--- src/rtl/if_id_queue_pkg.sv ---
// Shared IF/ID pipeline constants: bus width, field positions and reset fetch address.
package if_id_queue_pkg;

    localparam int IF_ID_W  = 64;
    localparam int PC_MSB   = 63;
    localparam int PC_LSB   = 32;
    localparam int INST_MSB = 31;
    localparam int INST_LSB = 0;

    localparam logic [31:0] STARTADDR = 32'h0000_0034;

endpackage

--- src/rtl/if_id_queue_kill_counter.sv ---
// 32-bit saturating accumulator of flushed instructions; one-cycle update, never stalls.
module ifq_kill_counter #(
    parameter int INC_W = 4
) (
    input  logic             clk,
    input  logic             resetn,
    input  logic [INC_W-1:0] inc,
    output logic [31:0]      cnt
);

    logic [32:0] sum;

    assign sum = {1'b0, cnt} + {{(33-INC_W){1'b0}}, inc};

    always_ff @(posedge clk or negedge resetn) begin
        if (!resetn) begin
            cnt <= '0;
        end else begin
            cnt <= sum[32] ? 32'hFFFF_FFFF : sum[31:0];
        end
    end

endmodule

--- src/rtl/if_id_queue.sv ---
// IF->ID instruction FIFO; a push is visible to decode one cycle later (no bypass).
// IF is held off only when full; exc/jbr redirects drop wrong-path entries (jbr keeps the delay slot).
module if_id_queue
    import if_id_queue_pkg::*;
#(
    parameter int DEPTH = 4,
    parameter int PTR_W = 2
) (
    input  logic                 clk,
    input  logic                 resetn,
    input  logic                 IF_over,
    input  logic [IF_ID_W-1:0]   IF_ID_bus,
    output logic                 IF_allow_in,
    input  logic                 ID_allow_in,
    output logic                 ID_valid,
    output logic [IF_ID_W-1:0]   IFQ_ID_bus,
    input  logic                 jbr_flush,
    input  logic                 exc_flush,
    output logic [PTR_W:0]       IFQ_count,
    output logic [31:0]          IFQ_kill_cnt
);

    localparam int CNT_W  = PTR_W + 1;
    localparam int KILL_W = PTR_W + 2;

    logic [IF_ID_W-1:0] mem [DEPTH];
    logic [PTR_W-1:0]   rd_ptr;
    logic [PTR_W-1:0]   wr_ptr;
    logic [CNT_W-1:0]   count;
    logic               push;
    logic               pop;
    logic               mem_we;
    logic [KILL_W-1:0]  kill_inc;

    assign IF_allow_in = (count != CNT_W'(DEPTH));
    assign ID_valid    = (count != '0);
    assign IFQ_ID_bus  = ID_valid ? mem[rd_ptr] : '0;
    assign IFQ_count   = count;

    assign push = IF_over & IF_allow_in;
    assign pop  = ID_valid & ID_allow_in;

    // A push survives a jbr redirect only when it becomes the delay slot itself.
    assign mem_we = push & ~exc_flush & (~jbr_flush | (count == '0));

    always_comb begin
        kill_inc = '0;
        if (exc_flush) begin
            kill_inc = KILL_W'(count) - KILL_W'(pop) + KILL_W'(push);
        end else if (jbr_flush && count != '0) begin
            kill_inc = KILL_W'(count) - KILL_W'(1) + KILL_W'(push);
        end
    end

    always_ff @(posedge clk) begin
        if (mem_we) begin
            mem[wr_ptr] <= IF_ID_bus;
        end
    end

    always_ff @(posedge clk or negedge resetn) begin
        if (!resetn) begin
            rd_ptr <= '0;
            wr_ptr <= '0;
            count  <= '0;
        end else if (exc_flush) begin
            rd_ptr <= wr_ptr;
            count  <= '0;
        end else if (jbr_flush) begin
            if (pop) begin
                rd_ptr <= rd_ptr + PTR_W'(1);
                wr_ptr <= rd_ptr + PTR_W'(1);
                count  <= '0;
            end else if (count != '0) begin
                wr_ptr <= rd_ptr + PTR_W'(1);
                count  <= CNT_W'(1);
            end else if (push) begin
                wr_ptr <= wr_ptr + PTR_W'(1);
                count  <= CNT_W'(1);
            end
        end else begin
            if (push) begin
                wr_ptr <= wr_ptr + PTR_W'(1);
            end
            if (pop) begin
                rd_ptr <= rd_ptr + PTR_W'(1);
            end
            count <= count + CNT_W'(push) - CNT_W'(pop);
        end
    end

    ifq_kill_counter #(
        .INC_W (KILL_W)
    ) u_kill_counter (
        .clk    (clk),
        .resetn (resetn),
        .inc    (kill_inc),
        .cnt    (IFQ_kill_cnt)
    );

endmodule
--- config.mk ---
export PLATFORM = sky130hd
export DESIGN_NAME = if_id_queue
export DESIGN_NICKNAME = d
export VERILOG_FILES = /design/src/rtl/if_id_queue_pkg.sv /design/src/rtl/if_id_queue_kill_counter.sv /design/src/rtl/if_id_queue.sv
export SDC_FILE = /design/constraint.sdc
export NUM_CORES = 1
export LEC_CHECK = 0
export ABC_AREA = 1
export BUFFER_PORTS_ARGS = -buffer_cell sky130_fd_sc_hd__buf_2
export CORE_MARGIN = 8
export CORE_UTILIZATION = 37
export CTS_BUF_LIST = sky130_fd_sc_hd__clkbuf_16
export CTS_CLUSTER_DIAMETER = 40
export DETAILED_ROUTE_END_ITERATION = 8
export PLACE_DENSITY_LB_ADDON = 0.15
export SYNTH_ARGS = -nofsm -noshare
export SYNTH_HDL_FRONTEND = slang
export SYNTH_SLANG_ARGS = --single-unit
export TNS_END_PERCENT = 100
--- constraint.sdc ---
create_clock -name clk -period 5.6 [get_ports clk]
set_input_delay 0.28 -clock clk [delete_from_list [all_inputs] [get_ports clk]]
set_output_delay 0.28 -clock clk [all_outputs]
set_load 0.03 [all_outputs]
==> metrics.md, run 1 <==
| Metric | Value |
|---|---|
| Status | `completed` |
| Most frequent cells after synthesis | `nor2_1, edfxtp_1, o21ai_0` |
| Num CTS Buffers | `between 40 and 50` |
| Crit share post-route | `between 60% and 70%` |
| Synthesized net count | `1248` |
| Synth area leader | `edfxtp_1` |
| H-tree depth | `2` |
| Synthesized area | `between 10000 and 15000 sq um` |
| ANT nets after route | `0` |
| Vias per std cell | `between 4 and 5` |
| Syn Inst Count | `~1200` |
| Average size of a mapped cell | `about 11 sq um` |
| Row count | `just under 70` |
| CTS resizes | `0` |
| Final-report hold violation count | `0` |
| YS warnings | `0` |
| Vias | `between 9000 and 10000` |
| Die Ht | `~200 um` |
| DP Worst Slack | `1.822 ns` |
| CTS Sinks | `about 300` |
| Reg area | `around 8700 sq um` |
| Switch Pwr | `~2700 uW` |
| Clock Pin Slew Worst Setup and Hold Paths | `0.05 ns` |
| Starting Density | `37.30%` |
| Hold Crit Class | `primary input to flip-flop` |
| Worst-margin pin slew | `between 1 and 1.5 ns` |
| Crit path arrival time | `3.61 ns` |
| DIE AREA | `40870 sq um` |
| Wirelength per Cell | `between 15 and 20 um` |
| Clock Tree Buf Depth | `3` |
| CP Data Required Time | `5.32 ns` |
| Clock Latency Late Sink | `roughly 0.55 ns` |
| Max Fanout on Critical Path | `72` |
| CTS tree | `built` |
| Net Sw Frac | `between 30 and 40%` |
| Final Non-Filler Cells | `1891` |
| Worst Setup Start Kind | `flip-flop` |
| Setup TNS | `0 ns` |
| Number of buffers added on ports | `170` |
| Max-slew violations | `0` |
| Drt total wl | `around 33 mm` |
| CP max stage cell | `clkinv_2` |
| Largest cells by area after synthesis | `edfxtp_1, nor2_1, dfrtp_1` |
| Max-slew headroom | `between 30 and 40%` |
| Fmax | `between 200 and 300 MHz` |
| Setup CP Type | `flip-flop to primary output` |
| Layout cell share with drive strength beyond 1 | `between 20 and 25%` |
| DRT iter0 DRCs | `448` |
| I/O Pins | `roughly 170` |
| Maxcap violations | `0` |
| Hold_buf cts | `66` |
| All-Layer GR Usage | `between 15 and 20%` |
| Worst setup margin | `~1.7 ns` |
| Distinct cell type count of the synthesized netlist | `36` |
| Largest net degree at the start of global routing | `77` |
| Leakage | `around 0.0064 uW` |
| Multi-input logic area | `3675 sq um` |
| CP Cell Sequence | `clkinv_2, buf_4, o21ai_0, a21oi_1, buf_2` |
| First-pass GRT wire length | `just over 50 mm` |
| Final Wtd Congestion | `~0.82` |
| Final HPWL DP | `between 15 and 20 mm` |
| Placed instance count | `~1700` |
| Vias in the first global route | `9205` |
| Grt ovf | `0` |
| Fin Clk Skew | `0.02814 ns` |
| Reg power frac | `36.2%` |
| Most common cell in the netlist | `nor2_1` |
| Root Buffer | `clkbuf_16` |
| CP endpoint kind | `primary output` |
| Logic gate share of total power | `between 20% and 30%` |
| Worst vdd ir | `approximately 0.32 mV` |
| Number of buffers and inverters on the critical path | `3` |
| RSZ-0062 raised after global routing | `no` |
| FF+latch count, synth | `295` |
| Area share of the largest cell type after synthesis | `about three fifths` |
| Initial antenna violation count | `3` |
| Setup Viol. Count Final | `0` |
| CP max stage delay | `0.96 ns` |
| # DRC | `0` |
| Core area | `between 30000 and 40000 sq um` |
| Post-synth EDFFs | `approximately 260` |
| Minimum clock period after layout | `roughly 3.9 ns` |
| P_int | `between 4000 and 5000 uW` |
| Delay-heaviest family, CP | `buffers and inverters` |
| Clk pwr share | `a little over a third` |
| First-pass DRT Iterations | `5` |
| Nets | `~1500` |
| Main synth FF type | `edfxtp_1` |
| Sequential-to-total area share from yosys stat | `roughly two thirds` |
| Die Wd | `about 200 um` |
| Pwr per Cell Area | `463.9 nW/um^2` |
| FILL cells | `3191` |
| Ys async rst share | `around an eighth` |
| Layout area overhead | `26.36%` |
| Post-CTS setup buffer count | `0` |
cell usage in the layout, fill, tap and decap left out, drive strengths merged, types with 2 or more instances in the layout:
| cell | instances |
|---|---|
| nor2 | 307 |
| edfxtp | 256 |
| buf | 182 |
| o21ai | 141 |
| nand2 | 132 |
| a21oi | 70 |
| inv | 69 |
| dlygate4sd3 | 66 |
| nand3 | 48 |
| clkbuf | 44 |
| dfrtp | 39 |
| ha | 16 |
| clkinv | 14 |
| nand3b | 10 |
| nand4 | 8 |
| clkinvlp | 8 |
| xor2 | 5 |
| diode | 3 |
| xnor2 | 3 |
| bufinv | 3 |
| nor3 | 3 |
| or2 | 2 |
| fa | 2 |
cell families (layout without fill, tap and decap cells):
| group | count (synthesis) | after routing | share of synthesized area [%] |
|---|---|---|---|
| and+or+nand+nor | 511 | 511 | 17.50 |
| DFF | 295 | 295 | 67.56 |
| AOI/OAI and AO/OA | 215 | 215 | 8.509 |
| buffers and inverters | 113 | 386 | 4.011 |
| adders and majority gates | 18 | 18 | 1.874 |
| xor gates and xnor gates | 8 | 8 | 0.5465 |
| other | 0 | 3 | 0 |
final timing paths:
| kind | start | slack, ns | depth (start not counted) | end |
|---|---|---|---|---|
| worst max-delay path | rd_ptr[0] | 1.71 | 5 | IFQ_ID_bus[9] |
| worst min-delay path | ID_allow_in | 0.12 | 4 | IFQ_count[0] |
| max in group asynchronous | resetn | 4.43 | 2 | rd_ptr[0] |
| worst max register to register | IFQ_count[1] | 1.81 | 19 | u_kill_counter.cnt[2] |
| min in group asynchronous | resetn | 0.44 | 2 | u_kill_counter.cnt[1] |
| worst min register to register | u_kill_counter.cnt[31] | 0.56 | 2 | u_kill_counter.cnt[31] |
power by group through the flow:
stage          clock network (uW)  registers (uW)  logic (uW)
2_1_floorplan                   0            2790        1470
3_3_place_gp                    0            2770        2160
3_5_place_dp                    0            2770        2170
4_1_cts                      2690            2730        2210
5_1_grt                      2770            2740        2420
6_report                     2630            2720        2160
flip-flops by register name, indices dropped and copies added (netlist names):
register,flops
IFQ_count,3
mem,256
rd_ptr,2
u_kill_counter.cnt,32
wr_ptr,2
worst reg2reg max path, stage by stage (launching register included):
cell and delay (ns):
dfrtp_1 0.38, inv_1 0.23, nand3_2 0.17, nand2_1 0.13
inv_1 0.06, ha_1 0.26, inv_1 0.03, ha_1 0.20
fa_1 0.48, inv_1 0.05, o21ai_1 0.18, inv_1 0.08
fa_1 0.41, inv_1 0.13, nand3_1 0.10, nand3_2 0.12
nand2_4 0.08, nor2_4 0.12, nand2_4 0.31, o21ai_0 0.19
layout make-up:
| cell class | count | area share, % |
|---|---|---|
| Sequential cell | 295 | 53.50 |
| Multi-Input combinational cell | 752 | 22.68 |
| Timing Repair Buffer | 248 | 10.04 |
| Clock buffer | 44 | 6.796 |
| Tap cell | 455 | 3.514 |
| Clock inverter | 35 | 2.046 |
| Inverter | 59 | 1.375 |
| Antenna cell | 3 | 0.04634 |
routing by layer:
layer,track usage [%],up-vias,routed length [um]
li1,-,4481,-
met1,20.07,4323,14810
met2,26.68,186,15650
met3,3.826,47,1785
met4,4.118,0,643
met5,0,-,0
per-stage QoR:
step	util, %	hold WS [ns]	power [uW]	cell area [sq um]
5_1_grt	47.14	0.1349	7937	16200
3_3_place_gp	41.02	0.4952	4924	14100
6_report	47.14	0.1175	7516	16200
4_1_cts	47.11	0.08938	7630	16190
3_5_place_dp	41.02	0.4936	4936	14100
2_1_floorplan	-	-0.01559	4261	12820
Power figures use the tool's default switching activity.
==> run 2, diff against run 1 <==
Settings changed: ABC_AREA 1 to 0.
Clock period 5.6 ns to 3.3 ns, I/O delays scaled along.
==> run 2 against run 1 <==
The run now ends with negative setup slack left. Wire length decreased by 16%. Clock-buffer cell count increased by 1. Sequential share of layout area increased by 0.21 points. Sequential cell count unchanged. Sequential power increased by 75%. Die area decreased by 5.4%.
==> metrics.md, run 2 <==
| Metric | Value |
|---|---|
| Status | `complete, but fails checks` |
| Violated checks | `negative setup slack` |
| Clock Tree Buf Depth | `3 (unchanged)` |
| Multi-input logic area | `3390 sq um (-7.8%)` |
| P_int | `9137 uW (+90%)` |
| Post-synth EDFFs | `256 (unchanged)` |
| Hold Crit Class | `primary input to flip-flop` |
| Max-slew headroom | `37.79% (+4.8 points)` |
| Switch Pwr | `4212 uW (+56%)` |
| Worst vdd ir | `0.4691 mV (+46%)` |
| Commonest non-fill, non-tap cell in the layout | `edfxtp_1` |
| Maxcap violations | `0 (unchanged)` |
| H-tree depth | `2 (unchanged)` |
| Num CTS Buffers | `43 (-2.3%)` |
| Die Wd | `196.6 um (-2.7%)` |
| Setup CP Type | `flip-flop to flip-flop` |
| Synthesized area | `12070 sq um (-5.8%)` |
| Crit path arrival time | `3.98 ns (+0.37 ns)` |
| Vias in the first global route | `7919 (-14%)` |
| Design area | `16150 sq um (-0.32%)` |
| Most frequent cells after synthesis | `edfxtp_1, and2_1, mux4_2` |
| Worst-margin pin slew | `0.9331 ns (-0.07024 ns)` |
| First-pass GRT wire length | `43.64 mm (-15%)` |
| Ys async rst share | `13.22% (unchanged)` |
| Starting Density | `37.30% (about the same)` |
| Die Ht | `196.6 um (-2.7%)` |
| Worst R2R Start | `IFQ_count[0]` |
| Clock Pin Slew Worst Setup and Hold Paths | `0.05 ns (about the same)` |
| Net Sw Frac | `31.55% (-4.4 points)` |
| Nets | `1049 (-30%)` |
| Final HPWL DP | `17.51 mm (-9.2%)` |
| Most common cell in the netlist | `edfxtp_1` |
| Cell Area, Placed | `13840 sq um (-1.8%)` |
| Largest cells by area after synthesis | `edfxtp_1, mux4_2, dfrtp_1` |
| Pwr per Cell Area | `826.6 nW/um^2 (+78%)` |
| Initial antenna violation count | `0 (-3)` |
| Fin Clk Skew | `0.01192 ns (-0.01622 ns)` |
| CTS tree | `built` |
| Root Buffer | `clkbuf_16` |
| Row count | `66 (-2.9%)` |
| Logic gate share of total power | `30.0% (+1.2 points)` |
| Grt ovf | `0 (unchanged)` |
| Placed instance count | `1284 (-26%)` |
| Area share of the largest cell type after synthesis | `63.67% (+3.7 points)` |
| Hold_ws | `0.07540 ns (-0.04209 ns)` |
| CP max stage delay | `0.54 ns (-0.42 ns)` |
| Max-slew violations | `0 (unchanged)` |
| Synth area leader | `edfxtp_1` |
| Worst Setup Start Kind | `flip-flop` |
| Vias per std cell | `4.841 (+1.3%)` |
| First-pass DRT Iterations | `4 (-1)` |
| Max Fanout on Critical Path | `8 (-89%)` |
| I/O Pins | `171 (unchanged)` |
| Reg area | `8675 sq um (about the same)` |
| Final Wtd Congestion | `0.8242 (about the same)` |
| FF+latch count, synth | `295 (unchanged)` |
| Drt total wl | `27.56 mm (-16%)` |
| CP Data Required Time | `3.70 ns (-1.62 ns)` |
| CP startpoint | `IFQ_count[0]` |
| Synthesized net count | `751 (-40%)` |
| Clock Latency Late Sink | `0.52 ns (-0.03 ns)` |
| Distinct cell type count of the synthesized netlist | `52 (+44%)` |
| Sequential-to-total area share from yosys stat | `71.75% (+4.2 points)` |
| ANT nets after route | `0 (unchanged)` |
| Vias | `6957 (-23%)` |
| DRT iter0 DRCs | `267 (-40%)` |
| Delay-heaviest family, CP | `adder cells` |
| Clk pwr share | `34.5% (-0.5 points)` |
| Setup Viol. Count Final | `32 (+32)` |
| Syn Inst Count | `663 (-43%)` |
| All-Layer GR Usage | `14.24% (-1.5 points)` |
| Fmax | `between 200 and 300 MHz` |
| Largest net degree at the start of global routing | `68 (-12%)` |
| Layout area overhead | `33.75%` |
| HP Start | `exc_flush` |
| CP endpoint kind | `flip-flop` |
| Average size of a mapped cell | `18.21 sq um (+65%)` |
| Utilization after layout | `49.89% (+2.8 points)` |
| RSZ-0062 raised after global routing | `yes` |
| DIE AREA | `38670 sq um (-5.4%)` |
| Largest reg by FF count | `mem` |
| Wirelength per Cell | `19.18 um (+10%)` |
| CP Cell Sequence | `or3_4, and2_4, ha_4, inv_2, ha_4, fa_2, nand2_2, o31ai_4, inv_2, fa_2, nand2b_4, a21oi_4, and2_4, nand4_1, mux2_4` |
| YS warnings | `0 (unchanged)` |
| # DRC | `0 (unchanged)` |
| Number of buffers added on ports | `170 (unchanged)` |
| Number of buffers and inverters on the critical path | `2 (-1)` |
| Leakage | `0.006108 uW (-4.7%)` |
| Most frequent cells in the layout | `edfxtp_1, buf_2, dlygate4sd3_1, mux4_2, and2_1` |
| Final-report hold violation count | `0 (unchanged)` |
| Minimum clock period after layout | `between 3 and 4 ns` |
| Antenna diodes | `0 (-3)` |
| Crit share post-route | `108.6%` |
| CP max stage cell | `fa_2` |
| Worst setup margin | `-0.2835 ns (-1.994 ns)` |
| Reg power frac | `35.6% (-0.6 points)` |
| FILL cells | `2746 (-14%)` |
| Layout cell share with drive strength beyond 1 | `40.60% (+19 points)` |
| CTS Sinks | `295 (unchanged)` |
| Flop-to-flop setup slack | `-0.28 ns (-2.09 ns)` |
| Core area | `32370 sq um (-5.8%)` |
| Main synth FF type | `edfxtp_1` |
| Final Non-Filler Cells | `1437 (-24%)` |
| Largest register FFs | `256 (unchanged)` |
run 2: cell count changes after synthesis, moves of 10 or more:
cell	before	now
o21ai_0	134	5
nor2_1	300	18
nand3_1	26	14
buf_4	11	0
inv_1	55	16
and2_1	1	68
nand3b_1	10	0
a21oi_1	70	7
nand3_2	22	0
nand2_1	123	35
mux4_2	0	64
run 2: power by group through the flow:
stage / Clock, uW / Combinational, uW / Sequential, uW
CTS: 4700 / 4070 / 4760
global placement: 0 / 3890 / 4800
global route: 4850 / 4360 / 4800
floorplan: 0 / 2700 / 4770
detailed placement: 0 / 3910 / 4830
finish: 4600 / 4000 / 4750
run 2: cells by family after synthesis:
logic type               count (synthesis)  synth area share [%]
flip-flops                             295                 71.75
AND/OR/NAND/NOR                        176                 8.446
multiplexers                            74                 12.83
buffers and inverters                   46                 1.689
AO/OA/AOI/OAI                           37                 2.062
adder cells (fa/ha/maj)                 18                 1.990
XOR/XNOR                                17                 1.233
run 2: worst reg2reg max path, cell delays in order, from the launching register on:
cell	delay, ns
dfrtp_2	0.40
or3_4	0.39
and2_4	0.16
ha_4	0.26
inv_2	0.04
ha_4	0.15
fa_2	0.54
nand2_2	0.06
o31ai_4	0.08
inv_2	0.06
fa_2	0.34
nand2b_4	0.15
a21oi_4	0.17
and2_4	0.23
nand4_1	0.13
mux2_4	0.32
run 2: timing repair:
item                                   CTS  global route
cloned                                   2             0
hold buffers                            66             0
endpoints found under the hold margin  297             0
gates resized for setup                 13            16
pin swaps                                8             8
buffers inserted                         2             4
setup endpoints to repair               32            32
run 2: through the flow:
stage	worst slack [ns]	total power, uW	setup TNS (ns)
6_report	-0.2835	13350	-4.677
3_3_place_gp	-0.3029	8688	-5.745
5_1_grt	-0.4312	14000	-9.251
3_5_place_dp	-0.3700	8741	-7.540
2_1_floorplan	-0.5076	7467	-10.48
4_1_cts	-0.2950	13530	-4.760
run 2: path summary, 6_finish.rpt:
kind                                     endpoint  cells after the start
max                        u_kill_counter.cnt[26]                     15
min                                  IFQ_count[0]                      2
max reg2reg                u_kill_counter.cnt[26]                     15
min reg2reg                 u_kill_counter.cnt[6]                      2
max in group asynchronous               rd_ptr[1]                      2
min in group asynchronous  u_kill_counter.cnt[26]                      2
run 2: layout make-up:
type | instances | share of cell area, %
Clock buffer | 45 | 6.973
Clock inverter | 34 | 2.200
Inverter | 16 | 0.3719
Multi-Input combinational cell | 323 | 20.99
Sequential cell | 295 | 53.72
Tap cell | 442 | 3.425
Timing Repair Buffer | 282 | 12.33
run 2: metal layers:
layer  share of wire (%)  GRT usage [%]  vias up
li1                    -              -     3207
met1                  43          17.58     3546
met2                  50          24.40      155
met3                 5.7          3.718       49
met4                 2.0          4.207        0
met5                   0              0        -
==> run 3, diff against run 2 <==
Settings changed: PLACE_DENSITY_LB_ADDON 0.15 to default.
==> run 3 against run 2 <==
The run still ends with negative setup slack left. Worst hold slack worse by 0.041 ns. Cell count unchanged. Die area did not move. Fmax up 0.69%. Worst setup slack gained 0.024 ns. Global-route usage down 0.10 points. Total power grew 2.7%. Clock skew is 0.0035 ns higher. Final area up 0.66%. Wire length fell by 1.5%. Sequential share of layout area shrank 0.35 points. Sequential cell count is the same. Critical endpoint is now u_kill_counter.cnt[22].
==> metrics.md, run 3 (synthesized netlist as in run 2, its figures left out) <==
| Metric | Value |
|---|---|
| Commonest non-fill, non-tap cell in the layout | `edfxtp_1` |
| Worst setup margin | `-0.2591 ns (+0.02443 ns)` |
| Max Fanout on Critical Path | `5 (-3)` |
| Worst vdd ir | `0.6925 mV (+48%)` |
| Hold Crit Class | `primary input to flip-flop` |
| Drt total wl | `27.15 mm (-1.5%)` |
| CTS tree | `built` |
| Final Wtd Congestion | `0.7968 (-3.3%)` |
| All-Layer GR Usage | `14.13% (-0.10 points)` |
| Num CTS Buffers | `44 (+2.3%)` |
| CP Data Required Time | `3.71 ns (about the same)` |
| Root Buffer | `clkbuf_16` |
| Worst R2R Start | `IFQ_count[0]` |
| Setup Viol. Count Final | `32 (unchanged)` |
| Leakage | `0.006191 uW (+1.4%)` |
| Final HPWL DP | `16.34 mm (-6.7%)` |
| Worst-margin pin slew | `0.9225 ns (-0.01062 ns)` |
| Row count | `66 (unchanged)` |
| Fmax | `281.0 MHz (+0.69%)` |
| Flop-to-flop setup slack | `-0.26 ns (+0.02 ns)` |
| Largest register FFs | `256 (unchanged)` |
| First-pass GRT wire length | `42.82 mm (-1.9%)` |
| Max-slew violations | `0 (unchanged)` |
| Grt ovf | `0 (unchanged)` |
| Reg area | `8675 sq um (unchanged)` |
| Die Wd | `196.6 um (unchanged)` |
| Setup TNS | `-4.906 ns (-0.2294 ns)` |
| Most frequent cells in the layout | `edfxtp_1, buf_2, dlygate4sd3_1, mux4_2, and2_1` |
| CTS Sinks | `295 (unchanged)` |
| Clock Latency Late Sink | `0.54 ns (+0.02 ns)` |
| DRT iter0 DRCs | `300 (+12%)` |
| Nets | `1050 (+0.095%)` |
| Largest reg by FF count | `mem` |
| Crit share post-route | `107.9% (-0.74 points)` |
| Pwr per Cell Area | `843.1 nW/um^2 (+2.0%)` |
| I/O Pins | `171 (unchanged)` |
| Multi-input logic area | `3406 sq um (+0.48%)` |
| Crit path arrival time | `3.97 ns (about the same)` |
| FILL cells | `2747 (+0.036%)` |
| Largest net degree at the start of global routing | `58 (-15%)` |
| # DRC | `0 (unchanged)` |
| Layout cell share with drive strength beyond 1 | `40.80% (+0.20 points)` |
| Worst Setup Start Kind | `flip-flop` |
| RSZ-0062 raised after global routing | `yes` |
| DIE AREA | `38670 sq um (unchanged)` |
| Violated checks | `negative setup slack` |
| Maxcap violations | `0 (unchanged)` |
| Starting Density | `37.30% (unchanged)` |
| Layout area overhead | `34.63%` |
| Antenna diodes | `0 (unchanged)` |
| H-tree depth | `2 (unchanged)` |
| WHS Path Cells | `2 (unchanged)` |
| R2R depth | `15 (unchanged)` |
| Die Ht | `196.6 um (unchanged)` |
| Core area | `32370 sq um (unchanged)` |
| Minimum clock period after layout | `3.559 ns (-0.02443 ns)` |
| CP endpoint kind | `flip-flop` |
| Max-slew headroom | `38.50% (+0.71 points)` |
| Wirelength per Cell | `18.89 um (-1.5%)` |
| Clock Pin Slew Worst Setup and Hold Paths | `0.05 ns (about the same)` |
| Initial antenna violation count | `0 (unchanged)` |
| Vias per std cell | `4.834 (-0.16%)` |
| HP Start | `exc_flush` |
| Clock Tree Buf Depth | `3 (unchanged)` |
| Fin Clk Skew | `0.01546 ns (+0.003541 ns)` |
| Hold_ws | `0.03423 ns (-0.04117 ns)` |
| Hold EP | `IFQ_count[0]` |
| Status | `complete, but fails checks` |
| Setup CP Type | `flip-flop to flip-flop` |
| Number of buffers added on ports | `170 (unchanged)` |
| First-pass DRT Iterations | `6 (+2)` |
| ANT nets after route | `0 (unchanged)` |
| Vias | `6946 (-0.16%)` |
| Final-report hold violation count | `0 (unchanged)` |
| Vias in the first global route | `7673 (-3.1%)` |
| Reg2reg end | `u_kill_counter.cnt[22]` |
## run 3: cell count changes in the layout (fill, tap and decap cells not counted), moves of 2 or more
cell | before | now
a21oi_1 | 3 | 5
a21oi_2 | 3 | 1
bufinv_16 | 6 | 9
clkinv_1 | 7 | 2
clkinv_4 | 2 | 5
clkinvlp_4 | 8 | 4
inv_6 | 1 | 3
nor2_1 | 14 | 16
nor2_2 | 3 | 1
## run 3: worst max-delay path by stage
stage	start	endpoint	slack, ns	cells past startpoint
after floorplan	IFQ_count[0]	u_kill_counter.cnt[14]	-0.51	17
after global placement	IFQ_count[0]	u_kill_counter.cnt[26]	-0.32	15
after detailed placement	IFQ_count[0]	u_kill_counter.cnt[26]	-0.37	15
after CTS	IFQ_count[0]	u_kill_counter.cnt[22]	-0.28	15
after global routing	IFQ_count[0]	u_kill_counter.cnt[31]	-0.37	18
final	IFQ_count[0]	u_kill_counter.cnt[22]	-0.26	15
## run 3: per-stage QoR
step | cells | util [%] | setup slack, ns | power (uW) | area [sq um]
2_1_floorplan | 663 | - | -0.5076 | 7467 | 12160
3_3_place_gp | 1279 | 42.61 | -0.3152 | 8691 | 13790
3_5_place_dp | 1279 | 42.61 | -0.3716 | 8715 | 13790
4_1_cts | 1435 | 50.05 | -0.2769 | 13870 | 16200
5_1_grt | 1437 | 50.22 | -0.3694 | 14350 | 16260
6_report | 1437 | 50.22 | -0.2591 | 13710 | 16260
## run 3: area by class of cell
cell class | count | area share [%]
sequential | 295 | 53.36
multi-input combinational | 324 | 20.95
timing repair buffer | 281 | 12.16
clock buffer | 44 | 6.773
tap | 442 | 3.402
clock inverter | 35 | 2.979
inverter | 16 | 0.3695
## run 3: what timing repair did
item / CTS / global route
buffers inserted: 9 / 2
setup endpoints to repair: 32 / 32
pin swaps: 10 / 6
hold buffers: 66 / 0
gates cloned: 2 / 0
endpoints found under the hold margin: 298 / 0
resized for setup: 21 / 8
## run 3: per-layer routing
layer	share of wire [%]	vias up	track usage, %
met1	42	3507	17.32
met4	2.1	0	4.570
li1	-	3208	-
met2	50	181	24.37
met3	5.5	50	3.445
met5	0	-	0
## run 3: worst max-delay path, stage by stage (launching register included)
cell	delay, ns
dfrtp_2	0.39
or3_4	0.38
and2_4	0.16
ha_4	0.26
inv_2	0.04
ha_4	0.15
fa_2	0.53
nand2_2	0.06
o31ai_4	0.07
inv_1	0.08
fa_2	0.34
nand2b_4	0.15
a21oi_4	0.16
and2_4	0.21
nand4_1	0.12
mux2_4	0.32
## run 3: power breakdown
part / internal, uW / switching [uW] / leakage (uW)
clock: 3190 / 1720 / 0.000775
combinational: 1750 / 2290 / 0.00261
sequential: 4470 / 280 / 0.00280
total: 9410 / 4300 / 0.00619
